==> src/rtl/gate_access_ctrl.sv <==
// Parking-gate entry sequencer: card verdicts and vehicle sensors in, barrier, occupancy and display word-select out.
// Optional consecutive-reject lockout is enabled by defining FAIL_LOCKOUT_EN.
module gate_access_ctrl #(
  parameter int CAPACITY   = 8,
  parameter int CNT_W      = 4,
  parameter int OPEN_TICKS = 100,
  parameter int FAIL_TICKS = 50
) (
  input  logic             clk,
  input  logic             rst_n,
  input  logic             card_valid,
  input  logic             card_invalid,
  input  logic             car_passed,
  input  logic             car_exit,
  output logic [1:0]       display_sel,
  output logic             gate_open,
  output logic [CNT_W-1:0] occupancy,
`ifdef FAIL_LOCKOUT_EN
  output logic             lockout,
`endif
  output logic             lot_full
);

  localparam int TMR_MAX = (OPEN_TICKS > 4 * FAIL_TICKS) ? OPEN_TICKS : 4 * FAIL_TICKS;
  localparam int TMR_W   = $clog2(TMR_MAX);

  localparam logic [TMR_W-1:0] OPEN_LOAD = TMR_W'(OPEN_TICKS - 1);
  localparam logic [TMR_W-1:0] FAIL_LOAD = TMR_W'(FAIL_TICKS - 1);
`ifdef FAIL_LOCKOUT_EN
  localparam logic [TMR_W-1:0] LOCK_LOAD = TMR_W'(4 * FAIL_TICKS - 1);
`endif
  localparam logic [CNT_W-1:0] CAP_C     = CNT_W'(CAPACITY);

  localparam logic [1:0] DISP_FULL = 2'b00;
  localparam logic [1:0] DISP_STOP = 2'b01;
  localparam logic [1:0] DISP_PASS = 2'b10;
  localparam logic [1:0] DISP_FAIL = 2'b11;

  typedef enum logic [1:0] {
    ST_IDLE,
    ST_OPEN,
    ST_FAIL
  } state_t;

  state_t           r_state;
  logic [TMR_W-1:0] r_timer;
  logic [1:0]       r_display_sel;
  logic             r_gate_open;
  logic [CNT_W-1:0] r_occupancy;
  logic             r_lot_full;
`ifdef FAIL_LOCKOUT_EN
  logic [1:0]       r_fail_cnt;
  logic             r_lockout;
`endif

  logic             w_pass;
  logic [CNT_W-1:0] w_occ_next;
  logic             w_full_next;
  logic [1:0]       w_idle_disp;

  assign w_pass = (r_state == ST_OPEN) && car_passed;

  // NOTE: every always_comb output gets a default first, so no path can leave it unassigned and infer a latch.
  always_comb begin
    w_occ_next = r_occupancy;
    if (w_pass && !car_exit) begin
      if (r_occupancy < CAP_C) w_occ_next = r_occupancy + CNT_W'(1);
    end else if (!w_pass && car_exit && (r_occupancy != '0)) begin
      w_occ_next = r_occupancy - CNT_W'(1);
    end
    w_full_next = (w_occ_next == CAP_C);
    w_idle_disp = w_full_next ? DISP_FULL : DISP_STOP;
  end

  // NOTE: sequential state uses non-blocking assignments so every register samples pre-edge values.
  always_ff @(posedge clk or negedge rst_n) begin
    if (!rst_n) begin
      r_state       <= ST_IDLE;
      r_timer       <= '0;
      r_display_sel <= DISP_STOP;
      r_gate_open   <= 1'b0;
      r_occupancy   <= '0;
      r_lot_full    <= 1'b0;
`ifdef FAIL_LOCKOUT_EN
      r_fail_cnt    <= 2'd0;
      r_lockout     <= 1'b0;
`endif
    end else begin
      r_occupancy <= w_occ_next;
      r_lot_full  <= w_full_next;
      case (r_state)
        ST_IDLE: begin
          r_gate_open <= 1'b0;
          if (card_invalid) begin
            r_state       <= ST_FAIL;
            r_display_sel <= DISP_FAIL;
`ifdef FAIL_LOCKOUT_EN
            if (r_fail_cnt == 2'd2) begin
              r_timer    <= LOCK_LOAD;
              r_fail_cnt <= 2'd0;
              r_lockout  <= 1'b1;
            end else begin
              r_timer    <= FAIL_LOAD;
              r_fail_cnt <= r_fail_cnt + 2'd1;
            end
`else
            r_timer       <= FAIL_LOAD;
`endif
          end else if (card_valid && !r_lot_full) begin
            r_state       <= ST_OPEN;
            r_timer       <= OPEN_LOAD;
            r_display_sel <= DISP_PASS;
            r_gate_open   <= 1'b1;
`ifdef FAIL_LOCKOUT_EN
            r_fail_cnt    <= 2'd0;
`endif
          end else begin
            r_display_sel <= w_idle_disp;
          end
        end
        ST_OPEN: begin
          if (car_passed || (r_timer == '0)) begin
            r_state       <= ST_IDLE;
            r_display_sel <= w_idle_disp;
            r_gate_open   <= 1'b0;
          end else begin
            r_timer <= r_timer - TMR_W'(1);
          end
        end
        ST_FAIL: begin
          if (r_timer == '0) begin
            r_state       <= ST_IDLE;
            r_display_sel <= w_idle_disp;
`ifdef FAIL_LOCKOUT_EN
            r_lockout     <= 1'b0;
`endif
          end else begin
            r_timer <= r_timer - TMR_W'(1);
          end
        end
        default: begin
          r_state       <= ST_IDLE;
          r_display_sel <= w_idle_disp;
          r_gate_open   <= 1'b0;
        end
      endcase
    end
  end

  assign display_sel = r_display_sel;
  assign gate_open   = r_gate_open;
  assign occupancy   = r_occupancy;
  assign lot_full    = r_lot_full;
`ifdef FAIL_LOCKOUT_EN
  assign lockout     = r_lockout;
`endif

endmodule

==> config.mk <==
export PLATFORM = sky130hd
export DESIGN_NAME = gate_access_ctrl
export DESIGN_NICKNAME = d
export VERILOG_FILES = /design/src/rtl/gate_access_ctrl.sv
export SDC_FILE = /design/constraint.sdc
export NUM_CORES = 1
export LEC_CHECK = 0
export BUFFER_PORTS_ARGS = -buffer_cell sky130_fd_sc_hd__buf_4
export CAP_MARGIN = 25
export CORE_ASPECT_RATIO = 1.25
export CORE_MARGIN = 2
export CORE_UTILIZATION = 60
export DETAILED_ROUTE_END_ITERATION = 7
export HOLD_SLACK_MARGIN = 0.15
export PLACE_DENSITY = 0.82
export SKIP_LAST_GASP = 1
export SLEW_MARGIN = 20
export SYNTH_ARGS = -nofsm -noshare
export SYNTH_HDL_FRONTEND = slang
export SYNTH_SLANG_ARGS = --single-unit
export TNS_END_PERCENT = 50
==> constraint.sdc <==
create_clock -name clk -period 5.25 [get_ports clk]
set_input_delay 0.7875 -clock clk [delete_from_list [all_inputs] [get_ports clk]]
set_output_delay 0.7875 -clock clk [all_outputs]
set_load 0.02 [all_outputs]
==> Word-level counts from Yosys, hierarchy flattened <==
Index checks and enable logic that the tools add are counted.
{ "classes": {"n_bitwise": 1, "n_reduce_logical": 17, "addsub": 3, "div": 0, "n_lt_le_gt_ge": 1, "n_mul": 0, "n_mux": 23, "eq_ne": 8, "n_shift": 0} }
{ "ops": {"columns": ["cell", "count"], "rows": [
  ["$mux W8", 4],
  ["$pmux W8 S3", 1],
  ["$mux W2", 8],
  ["$mux W4", 3],
  ["$pmux W2 S3", 2],
  ["$logic_not A8 Y1", 1],
  ["$sub A8 B1 Y8 const B", 1],
  ["$ne A2 B2 Y1 const B", 3],
  ["$logic_and A1 B1 Y1", 5],
  ["$add A4 B1 Y4 const B", 1],
  ["$eq A4 B4 Y1 const B", 1],
  ["$lt A4 B4 Y1 const B", 1],
  ["$mux W1", 4],
  ["$reduce_and A2 Y1", 2],
  ["$reduce_and A4 Y1", 1],
  ["$reduce_bool A4 Y1", 1],
  ["$sub A4 B1 Y4 const B", 1],
  ["$logic_not A1 Y1", 3],
  ["$ne A3 B3 Y1 const B", 1],
  ["$pmux W1 S3", 1],
  ["$reduce_and A3 Y1", 1],
  ["$reduce_bool A3 Y1", 1],
  ["$eq A2 B1 Y1 const B", 1],
  ["$eq A2 B2 Y1 const B", 1],
  ["other kinds (4)", 4]
]} }
{ "totals": {"mem_bits_rw": 0, "ff_bits": 18, "in_bits": 6, "latch_bits": 0, "wordCells": 59, "mem_bits_ro": 0, "mem_count": 0, "out_inout_bits": 8} }

==> Logic depth before layout (Yosys ltp) <==
Gate-level depths: netlist of run 1.
{ "logic_depth": {"ltp_word": 12, "depth_mapped": 8, "ltp_nobuf": 7} }

==> Least setup slack after synthesis of run 1 <==
Ideal clock, no wire load.
{ "synth_timing": {"path_kind": "in2reg", "from": "input car_exit", "to": "register r_display_sel[0] (netlist: display_sel[0])", "setup_ns": 0.088, "n_path_buf": 0, "t_arrival_ns": 1.721, "slack_ns": 3.441, "path_stages": 5, "required_time_ns": 5.162, "path_cell_list": "a21boi_2 > and4_1 > o31ai_1 > a21oi_2 > a221oi_2"} }
{ "synth_via": {"elab_chain_cells": 9, "word_cells_on_any_way": 13, "cone_classes": "eq/ne: 1; mux: 8; reduce/logical: 4"} }
{ "synth_lines": {"columns": ["element", "line", "text"], "rows": [
  ["start, declared", "14", "input logic car_exit,"],
  ["$logic_and A1 B1 Y1 (2 in a row)", "68", "end else if (!w_pass && car_exit && (r_occupancy != '0)) begin"],
  ["$mux W4", "68", null],
  ["$mux W4 *", "66", "if (w_pass && !car_exit) begin"],
  ["$eq A4 B4 Y1 *", "71", "w_full_next = (w_occ_next == CAP_C);"],
  ["via w_full_next", "58", "logic w_full_next;"],
  ["$mux W1 *", "72", "w_idle_disp = w_full_next ? DISP_FULL : DISP_STOP;"],
  ["$mux W2", "109", "end else if (card_valid && !r_lot_full) begin"],
  ["$mux W2", "94", "if (card_invalid) begin"],
  ["$pmux W2 S3 *", "91", "case (r_state)"],
  ["end signal, assigned", "118", "r_display_sel <= w_idle_disp;"],
  ["end signal, assigned", "124", "r_display_sel <= w_idle_disp;"],
  ["end signal, assigned", "133", "r_display_sel <= w_idle_disp;"],
  ["end, declared", "47", "logic [1:0] r_display_sel;"]
]} }
Mark *: on every way through the listed nets, which the timed path passes. The rest lies on a longest branch. The select of a mux whose other input is x is not followed.
A chain may end at the register's enable or synchronous reset.

==> Worst setup path in the final report of run 1 <==
{ "layout_timing": {"from": "register r_timer[0]", "to": "register r_timer[5]"} }
{ "layout_via": {"elab_chain_cells": 4, "word_cells_on_any_way": 9, "cone_classes": "add/sub: 1; eq/ne: 2; mux: 3; reduce/logical: 3"} }
{ "layout_lines": {"columns": ["element", "line", "text"], "rows": [
  ["start, declared", "46", "logic [TMR_W-1:0] r_timer;"],
  ["start signal, assigned", "127", "r_timer <= r_timer - TMR_W'(1);"],
  ["start signal, assigned", "138", "r_timer <= r_timer - TMR_W'(1);"],
  ["parallel branches: the longest is 4 deep, another holds $sub A8 B1 Y8", null, null]
]} }
Parallel ways; which one is timed is not known. The select of a mux whose other input is x is not followed.

==> flow_summary.json, run 1 <==
{
  "outcome": "completed",
  "r2r_slack_ps": 3290,
  "vdd_drop_max_uv": 359,
  "busiest_layer": "met2",
  "cellPowerDensity_nw_per_um2": 665,
  "die_x_microns": 44.0,
  "clockBufferDepth": 2,
  "crit_chain": "inv_1 -> ha_1 -> nor3b_1 -> a31oi_1 -> o221ai_4 -> a21oi_1 -> o22a_2",
  "netlist.area_leader.share_pct": 35.5,
  "syn_avg_cell_area_sq_um": 9.66,
  "grt_antenna_before_repair": 0,
  "diodes": 0,
  "globalRouteMet3Util_pct": 3.02,
  "grt_pass1_wl_microns": 3840,
  "layout_setup_ws_ps": 3290,
  "numCtsBuffers": 3,
  "cts_tree": "done",
  "critPathKind": "reg -> reg",
  "fillerInstances": 159,
  "wl_per_cell_microns": 14.5,
  "crit_fanout": 14,
  "drt-total-wl_microns": 2290,
  "worstMarginPinSlew_ps": 441,
  "slew_viol_final": 0,
  "slew-limit-headroom_pct": 70.4,
  "worstSkewPairLatency_ps": 300,
  "arrival_ps": 2160,
  "cp.depth": 7,
  "required_ps": 5450,
  "cts_resized": 0,
  "dp_slack_ps": 3220,
  "vias": 973,
  "cp_slowest_cell": "dfrtp_1",
  "p_sw_share_pct": 46.8,
  "drt_iter0_markers": 2,
  "synth.most_common_cell": "dfrtp_1",
  "worst_r2r_path_depth": 7,
  "ios": 14,
  "p_clk_share_pct": 10.0,
  "setup_violations": 0,
  "max_freq_mhz": 510,
  "cp-start-kind": "flop",
  "htreeDepth": 1,
  "yosys.area.top_type": "dfrtp_1",
  "first_pass_iters": 4,
  "rr_endpoint": "r_timer[5]$_DFFE_PN0P_",
  "syn2layout_area_growth_pct": 11.4,
  "postCtsSetupRepairBufs": 0,
  "p_sw_mw": 0.415,
  "post-route-drc-count": 0,
  "ys.flop_type": "dfrtp_1",
  "critPathTopFamily": "compound AO/OA/AOI/OAI gates",
  "hp-class": "in -> async",
  "combinationalPowerShare_pct": 58.1,
  "fin_crit_sh_pct": 37.3,
  "cts_num_sinks": 18,
  "ys_types": 48,
  "synthTopCellsByCount": "17 x dfrtp_1, 10 x inv_1, 8 x nand2_1, 8 x nor2_1",
  "syn-instance-count": 124,
  "grt_util_met2_pct": 39.5,
  "core_sq_um": 1940,
  "tns_ps": 0,
  "io_buffers": 13,
  "grt_max_degree": 19,
  "intPower_mw": 0.472,
  "cts-root-buf": "clkbuf_4",
  "p_seq_share_pct": 32.0,
  "clock_skew_ps": 2.74,
  "netlist_top_cells_area": "dfrtp_1 36%, ha_1 7.3%, nand2b_1 3.7%, inv_1 3.1%, a21oi_1 2.9%",
  "endpoint_kind": "flop",
  "viasPerCell": 6.16,
  "fin_crit_ps": 1960,
  "yosys_register_bits": 18,
  "cpPeakStageDelay_ps": 420,
  "fp-row-count": 18,
  "cts_hold_buf": 0,
  "drv_cap": 0,
  "met1_usage_pct": 25.4,
  "gp_congestion": 0.832,
  "fp.dieArea_sq_um": 2370,
  "first_global_vias": 895,
  "synthArstFlopShare_pct": 100,
  "clk_pin_slew_ps": 110,
  "drive_gt1_share_pct": 23.2,
  "seq_area_frac_synth_pct": 37.7,
  "rsz0062_at_grt": "no",
  "synth_area_sq_um": 1200,
  "synth_edf_count": 0,
  "gr-total-overflow": 0,
  "critical_path.endpoint": "r_timer[5]$_DFFE_PN0P_",
  "cp.buffers_inverters": 1,
  "dp_hpwl_microns": 1750,
  "cp-startpoint": "r_timer[0]$_DFFE_PN0P_",
  "initial_utilization_pct": 61.8,
  "r2r-start": "r_timer[0]$_DFFE_PN0P_",
  "syn-num-nets": 137,
  "p_leak_nw": 0.575,
  "yosysWarningCount": 0,
  "ant_nets": 0,
  "finalHoldViolCount": 0,
  "layout.nets": 152,
  "die_y_microns": 53.9,
  "grtUsageTotal_pct": 22.1
}
sequential cells by signal (all words and copies together), names as in the netlist:
register     flops
display_sel      2
gate_open        1
lot_full         1
occupancy        4
r_state          2
r_timer          8
cell usage in the layout, fill, tap and decap left out, drive strengths merged, types with 2 or more instances in the layout:
cell | synthesis | routed
nor2 | 8 | 8
nor2b | 3 | 3
nor3 | 4 | 4
a21oi | 8 | 8
a211oi | 2 | 2
nor4 | 2 | 2
nand3 | 2 | 2
a21boi | 3 | 3
o22a | 2 | 2
dfrtp | 17 | 17
xnor2 | 2 | 2
buf | 2 | 13
inv | 10 | 10
ha | 7 | 7
nand2 | 8 | 8
a31oi | 2 | 2
o221ai | 2 | 2
clkbuf | 1 | 4
nand2b | 7 | 7
o21ai | 12 | 12
metal layers:
| metal | part of all wire (%) | wire, microns | vias up |
|---|---|---|---|
| met5 | 0 | 0 | - |
| met4 | 1.5 | 35 | 0 |
| met3 | 2.6 | 59 | 4 |
| met2 | 53 | 1210 | 16 |
| met1 | 43 | 988 | 471 |
| li1 | - | - | 482 |
logic make-up (layout without fill, tap and decap cells):
group,Yosys count,in the layout,share of synthesized area [%]
flops,18,18,37.7
xor+xnor,2,2,1.46
fa+ha+maj,7,7,7.31
buf+inv,13,27,5.02
simple gates,43,43,20.6
compound gates,39,39,25.1
mux,2,2,2.82
final cells by class:
type / count / area, sq um / area share (%)
Multi-Input combinational cell: 93 / 686 / 51.4
Sequential cell: 18 / 452 / 33.9
Timing Repair Buffer: 13 / 97.6 / 7.32
Inverter: 10 / 37.5 / 2.81
Clock buffer: 4 / 36.3 / 2.72
Tap cell: 20 / 25.0 / 1.88
worst min-delay path by stage:
stage	end	slack (ps)	depth (start not counted)
global route	r_state[1]$_DFFE_PN0P_	330	1
finish	r_timer[4]$_DFFE_PN0P_	330	1
floorplan	r_timer[1]$_DFFE_PN0P_	470	1
global placement	r_timer[1]$_DFFE_PN0P_	490	1
CTS	display_sel[1]$_DFFE_PN0P_	330	1
detailed placement	r_timer[1]$_DFFE_PN0P_	500	1
per-stage QoR:
stage / utilization (%) / power [mW] / cell area (sq um) / instances / hold WS, ps
after floorplan: - / 0.687 / 1200 / 124 / 473
after global placement: 67.0 / 0.785 / 1300 / 154 / 492
after detailed placement: 67.0 / 0.800 / 1300 / 154 / 498
after CTS: 68.9 / 0.890 / 1330 / 158 / 331
after global routing: 68.9 / 0.960 / 1330 / 158 / 332
final: 68.9 / 0.887 / 1330 / 158 / 333
power by group through the flow:
stage | Combinational (mW) | Clock [mW] | Sequential, mW
5_1_grt | 0.572 | 0.0958 | 0.293
2_1_floorplan | 0.389 | 0 | 0.298
4_1_cts | 0.518 | 0.0897 | 0.282
3_5_place_dp | 0.515 | 0 | 0.285
6_report | 0.515 | 0.0885 | 0.284
3_3_place_gp | 0.503 | 0 | 0.282
(Power assumes the default switching activity.)
==> inputs of run 2 (changes only) <==
Settings changed: CORE_UTILIZATION 60 to 51, PLACE_DENSITY 0.82 to 0.74.
Clock period 5.25 ns to 1.7 ns, I/O delays scaled along.
==> flow_summary.json, run 2 (synthesis results as in run 1) <==
{
  "drt_iter0_markers": 13,
  "die_y_microns": 58.2,
  "layout.cells.non_filler": 200,
  "max_freq_mhz": 568,
  "viasPerCell": 5.63,
  "fin_crit_ps": 1760,
  "numCtsBuffers": 3,
  "ios": 14,
  "final_common_cell": "buf_4",
  "p_leak_nw": 0.747,
  "outcome": "finished with violations",
  "clk_pin_slew_ps": 100,
  "largest_register": "r_timer",
  "final_cell_mix": "41 x buf_4, 16 x dfrtp_1, 8 x nand2_1, 8 x nor2_1, 7 x inv_1",
  "slew-limit-headroom_pct": 78.2,
  "die_x_microns": 47.3,
  "layout.nets": 183,
  "core_sq_um": 2210,
  "post-route-drc-count": 0,
  "io_buffers": 13,
  "first_global_vias": 1168,
  "rr_endpoint": "r_timer[5]$_DFFE_PN0P_",
  "r2r-start": "r_state[0]$_DFFE_PN0P_",
  "clockBufferDepth": 2,
  "drt-total-wl_microns": 3090,
  "worst_r2r_path_depth": 6,
  "grtUsageTotal_pct": 25.4,
  "clock_skew_ps": 8.05,
  "critPathKind": "reg -> reg",
  "fp.dieArea_sq_um": 2750,
  "cts-root-buf": "clkbuf_4",
  "endpoint_kind": "flop",
  "required_ps": 1900,
  "cpPeakStageDelay_ps": 460,
  "violations": "setup timing",
  "layout_setup_ws_ps": -61.2,
  "wl_per_cell_microns": 15.5,
  "gr-total-overflow": 0,
  "htreeDepth": 1,
  "largest_reg_flops": 8,
  "dp_slack_ps": -138,
  "cts_num_sinks": 18,
  "first_pass_iters": 4,
  "holdPathEnd": "r_state[1]$_DFFE_PN0P_",
  "worstSkewPairLatency_ps": 300,
  "arrival_ps": 1960,
  "setup_violations": 5,
  "fillerInstances": 161,
  "dp_hpwl_microns": 2140,
  "grt_pass1_wl_microns": 5020,
  "ant_nets": 0,
  "initial_utilization_pct": 54.2,
  "min_path_cells": 3,
  "min_from": "card_invalid",
  "worstMarginPinSlew_ps": 325,
  "grt_antenna_before_repair": 0,
  "hp-class": "in -> reg",
  "grt_max_degree": 19,
  "drive_gt1_share_pct": 48.5,
  "slew_viol_final": 0,
  "diodes": 0,
  "cellPowerDensity_nw_per_um2": 2100,
  "vdd_drop_max_uv": 1520,
  "finalHoldViolCount": 0,
  "cp_slowest_cell": "dfrtp_2",
  "drv_cap": 0,
  "rsz0062_at_grt": "yes",
  "cp-startpoint": "r_state[0]$_DFFE_PN0P_",
  "crit_fanout": 8,
  "fp-row-count": 19,
  "dp.cells": 187,
  "r2r_slack_ps": -60,
  "cts_tree": "done",
  "cp-start-kind": "flop",
  "fin_crit_sh_pct": 104,
  "syn2layout_area_growth_pct": 44.0,
  "crit_chain": "ha_4 -> buf_4 -> a31oi_2 -> o221ai_4 -> or2_4 -> o22a_2",
  "vias": 1126,
  "seq_area_sq_um": 453,
  "multi_input_area_sq_um": 828,
  "gp_congestion": 0.803
}
run 2: through the flow:
stage / utilization (%) / cell area [sq um] / hold WS (ps) / power, mW / TNS, ps
after floorplan: - / 1200 / -40.6 / 2.13 / 0
after global placement: 66.8 / 1480 / 135 / 2.80 / -195
after detailed placement: 66.8 / 1480 / 141 / 2.89 / -930
after CTS: 73.9 / 1630 / 257 / 3.37 / -71.7
after global routing: 78.0 / 1720 / 270 / 3.88 / -978
final: 78.0 / 1720 / 261 / 3.62 / -127
run 2: how the worst max path moves through the flow:
stage                            endpoint  slack [ps]  cells past startpoint
6_report           r_timer[5]$_DFFE_PN0P_         -60                      6
3_5_place_dp   display_sel[0]$_DFFE_PN1P_        -140                      7
3_3_place_gp   display_sel[0]$_DFFE_PN1P_         -50                      7
2_1_floorplan      r_timer[5]$_DFFE_PN0P_          10                      7
4_1_cts            r_timer[5]$_DFFE_PN0P_         -40                      7
5_1_grt        display_sel[0]$_DFFE_PN1P_        -140                      8
run 2: routing by layer:
metal	wire length [microns]	global-route usage [%]	up-vias
met5	0	0	-
met4	97	9.52	0
met3	38	3.12	12
met2	1800	47.3	19
met1	1160	27.3	550
li1	-	-	545
run 2: layout make-up:
class | instances | share of cell area (%)
Clock buffer | 4 | 1.52
Inverter | 10 | 2.18
Multi-Input combinational cell | 93 | 48.0
Sequential cell | 18 | 26.3
Tap cell | 31 | 2.25
Timing Repair Buffer | 44 | 19.7
run 2: repair_timing:
action	CTS	global route
setup buffers	4	4
endpoints found under the hold margin	18	0
pin swaps	8	7
endpoints found under the setup margin	11	16
hold buffers	1	0
gates resized for setup	18	15
run 2: worst max-delay path, delay by kind of cell, from the launching register on:
family,cells,cell delay [ps]
AND/OR/NAND/NOR,1,290
adder cells (fa/ha/maj),1,200
buffers and inverters,1,130
AO/OA/AOI/OAI,3,580
flip-flops,1,460
run 2: power breakdown:
part / leakage (nW) / internal, mW / switching, mW
registers: 0.217 / 0.641 / 0.216
clock network: 0.0150 / 0.0915 / 0.132
logic: 0.515 / 1.25 / 1.29
total: 0.747 / 1.98 / 1.64
==> inputs of run 3 (changes only) <==
Settings changed: CELL_PAD_IN_SITES_DETAIL_PLACEMENT set to 1, CELL_PAD_IN_SITES_GLOBAL_PLACEMENT set to 2, CORE_UTILIZATION 51 to 32, GPL_TIMING_DRIVEN set to 0, PLACE_DENSITY 0.74 to not set, PLACE_DENSITY_LB_ADDON set to 0.1.
==> flow_summary.json, run 3 (synthesis results as in run 1) <==
{
  "outcome": "finished with violations",
  "violations": "setup timing",
  "layout_setup_ws_ps": -32.3,
  "initial_utilization_pct": 33.8,
  "final_cell_mix": "29 x buf_4, 15 x dfrtp_1, 8 x nand2_1, 8 x nor2_1",
  "min_from": "card_invalid",
  "ant_nets": 0,
  "first_global_vias": 1122,
  "rr_endpoint": "r_timer[5]$_DFFE_PN0P_",
  "cts_tree": "done",
  "layout.nets": 172,
  "grtUsageTotal_pct": 16.2,
  "gp_congestion": 0.719,
  "cp-start-kind": "flop",
  "fin_crit_ps": 1730,
  "cellPowerDensity_nw_per_um2": 2150,
  "numCtsBuffers": 3,
  "io_buffers": 13,
  "largest_register": "r_timer",
  "final_common_cell": "buf_4",
  "r2r-start": "r_timer[1]$_DFFE_PN0P_",
  "cts-root-buf": "clkbuf_8",
  "post_dp_cell_area_sq_um": 1350,
  "crit_chain": "inv_2 -> ha_4 -> nor3b_4 -> a31oi_2 -> o221ai_4 -> or2_4 -> o22a_2",
  "wl_per_cell_microns": 16.3,
  "tns_ps": -98.6,
  "finalHoldViolCount": 0,
  "cp_slowest_cell": "dfrtp_1",
  "hp-class": "in -> reg",
  "cts_num_sinks": 18,
  "finish.utilization_pct": 47.6,
  "p_leak_nw": 0.713,
  "viasPerCell": 5.42,
  "post-route-drc-count": 0,
  "ios": 14,
  "whs_ps": 275,
  "drv_cap": 0,
  "holdPathEnd": "r_state[1]$_DFFE_PN0P_",
  "grt_pass1_wl_microns": 5370,
  "layout.cells.non_filler": 197,
  "drt-total-wl_microns": 3220,
  "die_x_microns": 58.7,
  "fp-row-count": 24,
  "fillerInstances": 406,
  "clockBufferDepth": 2,
  "slew-limit-headroom_pct": 70.2,
  "fin_crit_sh_pct": 102,
  "min_path_cells": 3,
  "first_pass_iters": 2,
  "clk_pin_slew_ps": 80,
  "cpPeakStageDelay_ps": 380,
  "drive_gt1_share_pct": 46.2,
  "core_sq_um": 3540,
  "worst_r2r_path_depth": 7,
  "crit_fanout": 6,
  "worstSkewPairLatency_ps": 250,
  "clock_skew_ps": 2.94,
  "max_freq_mhz": 577,
  "dp.cells": 176,
  "vdd_drop_max_uv": 767,
  "grt_antenna_before_repair": 0,
  "largest_reg_flops": 8,
  "rsz0062_at_grt": "yes",
  "arrival_ps": 1880,
  "slew_viol_final": 0,
  "fp.dieArea_sq_um": 4250,
  "die_y_microns": 72.4,
  "fin_area_sq_um": 1690,
  "required_ps": 1850,
  "drt_iter0_markers": 25,
  "htreeDepth": 1,
  "worstMarginPinSlew_ps": 443,
  "grt_max_degree": 19,
  "gr-total-overflow": 0,
  "dp_hpwl_microns": 2170,
  "syn2layout_area_growth_pct": 40.8,
  "setup_violations": 4,
  "r2r_slack_ps": -30,
  "critPathKind": "reg -> reg",
  "diodes": 0,
  "endpoint_kind": "flop",
  "vias": 1067
}
-- run 3: layer usage --
layer | global-route usage [%] | vias up | share of wire [%]
li1 | - | 520 | -
met1 | 19.9 | 537 | 42
met2 | 29.0 | 8 | 55
met3 | 2.14 | 2 | 1.5
met4 | 5.30 | 0 | 0.59
met5 | 0 | - | 0
-- run 3: through the flow --
step	setup WS [ps]	total power [mW]
final	-32.3	3.63
after global routing	-152	3.93
after global placement	-152	2.56
after detailed placement	-195	2.62
after floorplan	11.8	2.13
after CTS	-30.6	3.34
-- run 3: what timing repair did --
action	CTS	global route
setup endpoints to repair	13	13
hold endpoints to repair	18	0
pin swaps	6	7
hold buffers	1	0
resized for setup	23	11
buffers inserted	6	10
cloned	0	1
-- run 3: worst max-delay path: cells and delay by family, from the launching register on --
family,cells,cell delay (ps)
fa+ha+maj,1,150
simple gates,2,450
compound gates,3,590
buf+inv,1,60
flops,1,380
-- run 3: cell type report --
class                   instances  area, sq um  share of cell area, %
plain buffers                   2         18.8                   1.11
flip-flops and latches         18          454                   26.9
clock buffers                   4         55.1                   3.27
well taps                      39         48.8                   2.90
inverters                      10         37.5                   2.23
multi-input cells              93          832                   49.4
repair buffers                 31          239                   14.2
-- run 3: power breakdown --
part	leakage (nW)	internal (mW)	switching [mW]
registers	0.216	0.645	0.244
clock network	0.0288	0.206	0.158
logic	0.468	1.16	1.21
total	0.713	2.01	1.61
-- run 3: worst max-delay path by stage --
stage / start / to / slack [ps] / depth (start not counted)
finish: r_timer[1]$_DFFE_PN0P_ / r_timer[5]$_DFFE_PN0P_ / -30 / 7
global placement: r_timer[0]$_DFFE_PN0P_ / r_timer[7]$_DFFE_PN0P_ / -150 / 7
CTS: r_timer[0]$_DFFE_PN0P_ / r_timer[5]$_DFFE_PN0P_ / -30 / 7
global route: r_timer[1]$_DFFE_PN0P_ / r_timer[6]$_DFFE_PN0P_ / -150 / 8
detailed placement: r_state[1]$_DFFE_PN0P_ / display_sel[0]$_DFFE_PN1P_ / -190 / 7
floorplan: r_timer[0]$_DFFE_PN0P_ / r_timer[5]$_DFFE_PN0P_ / 10 / 7
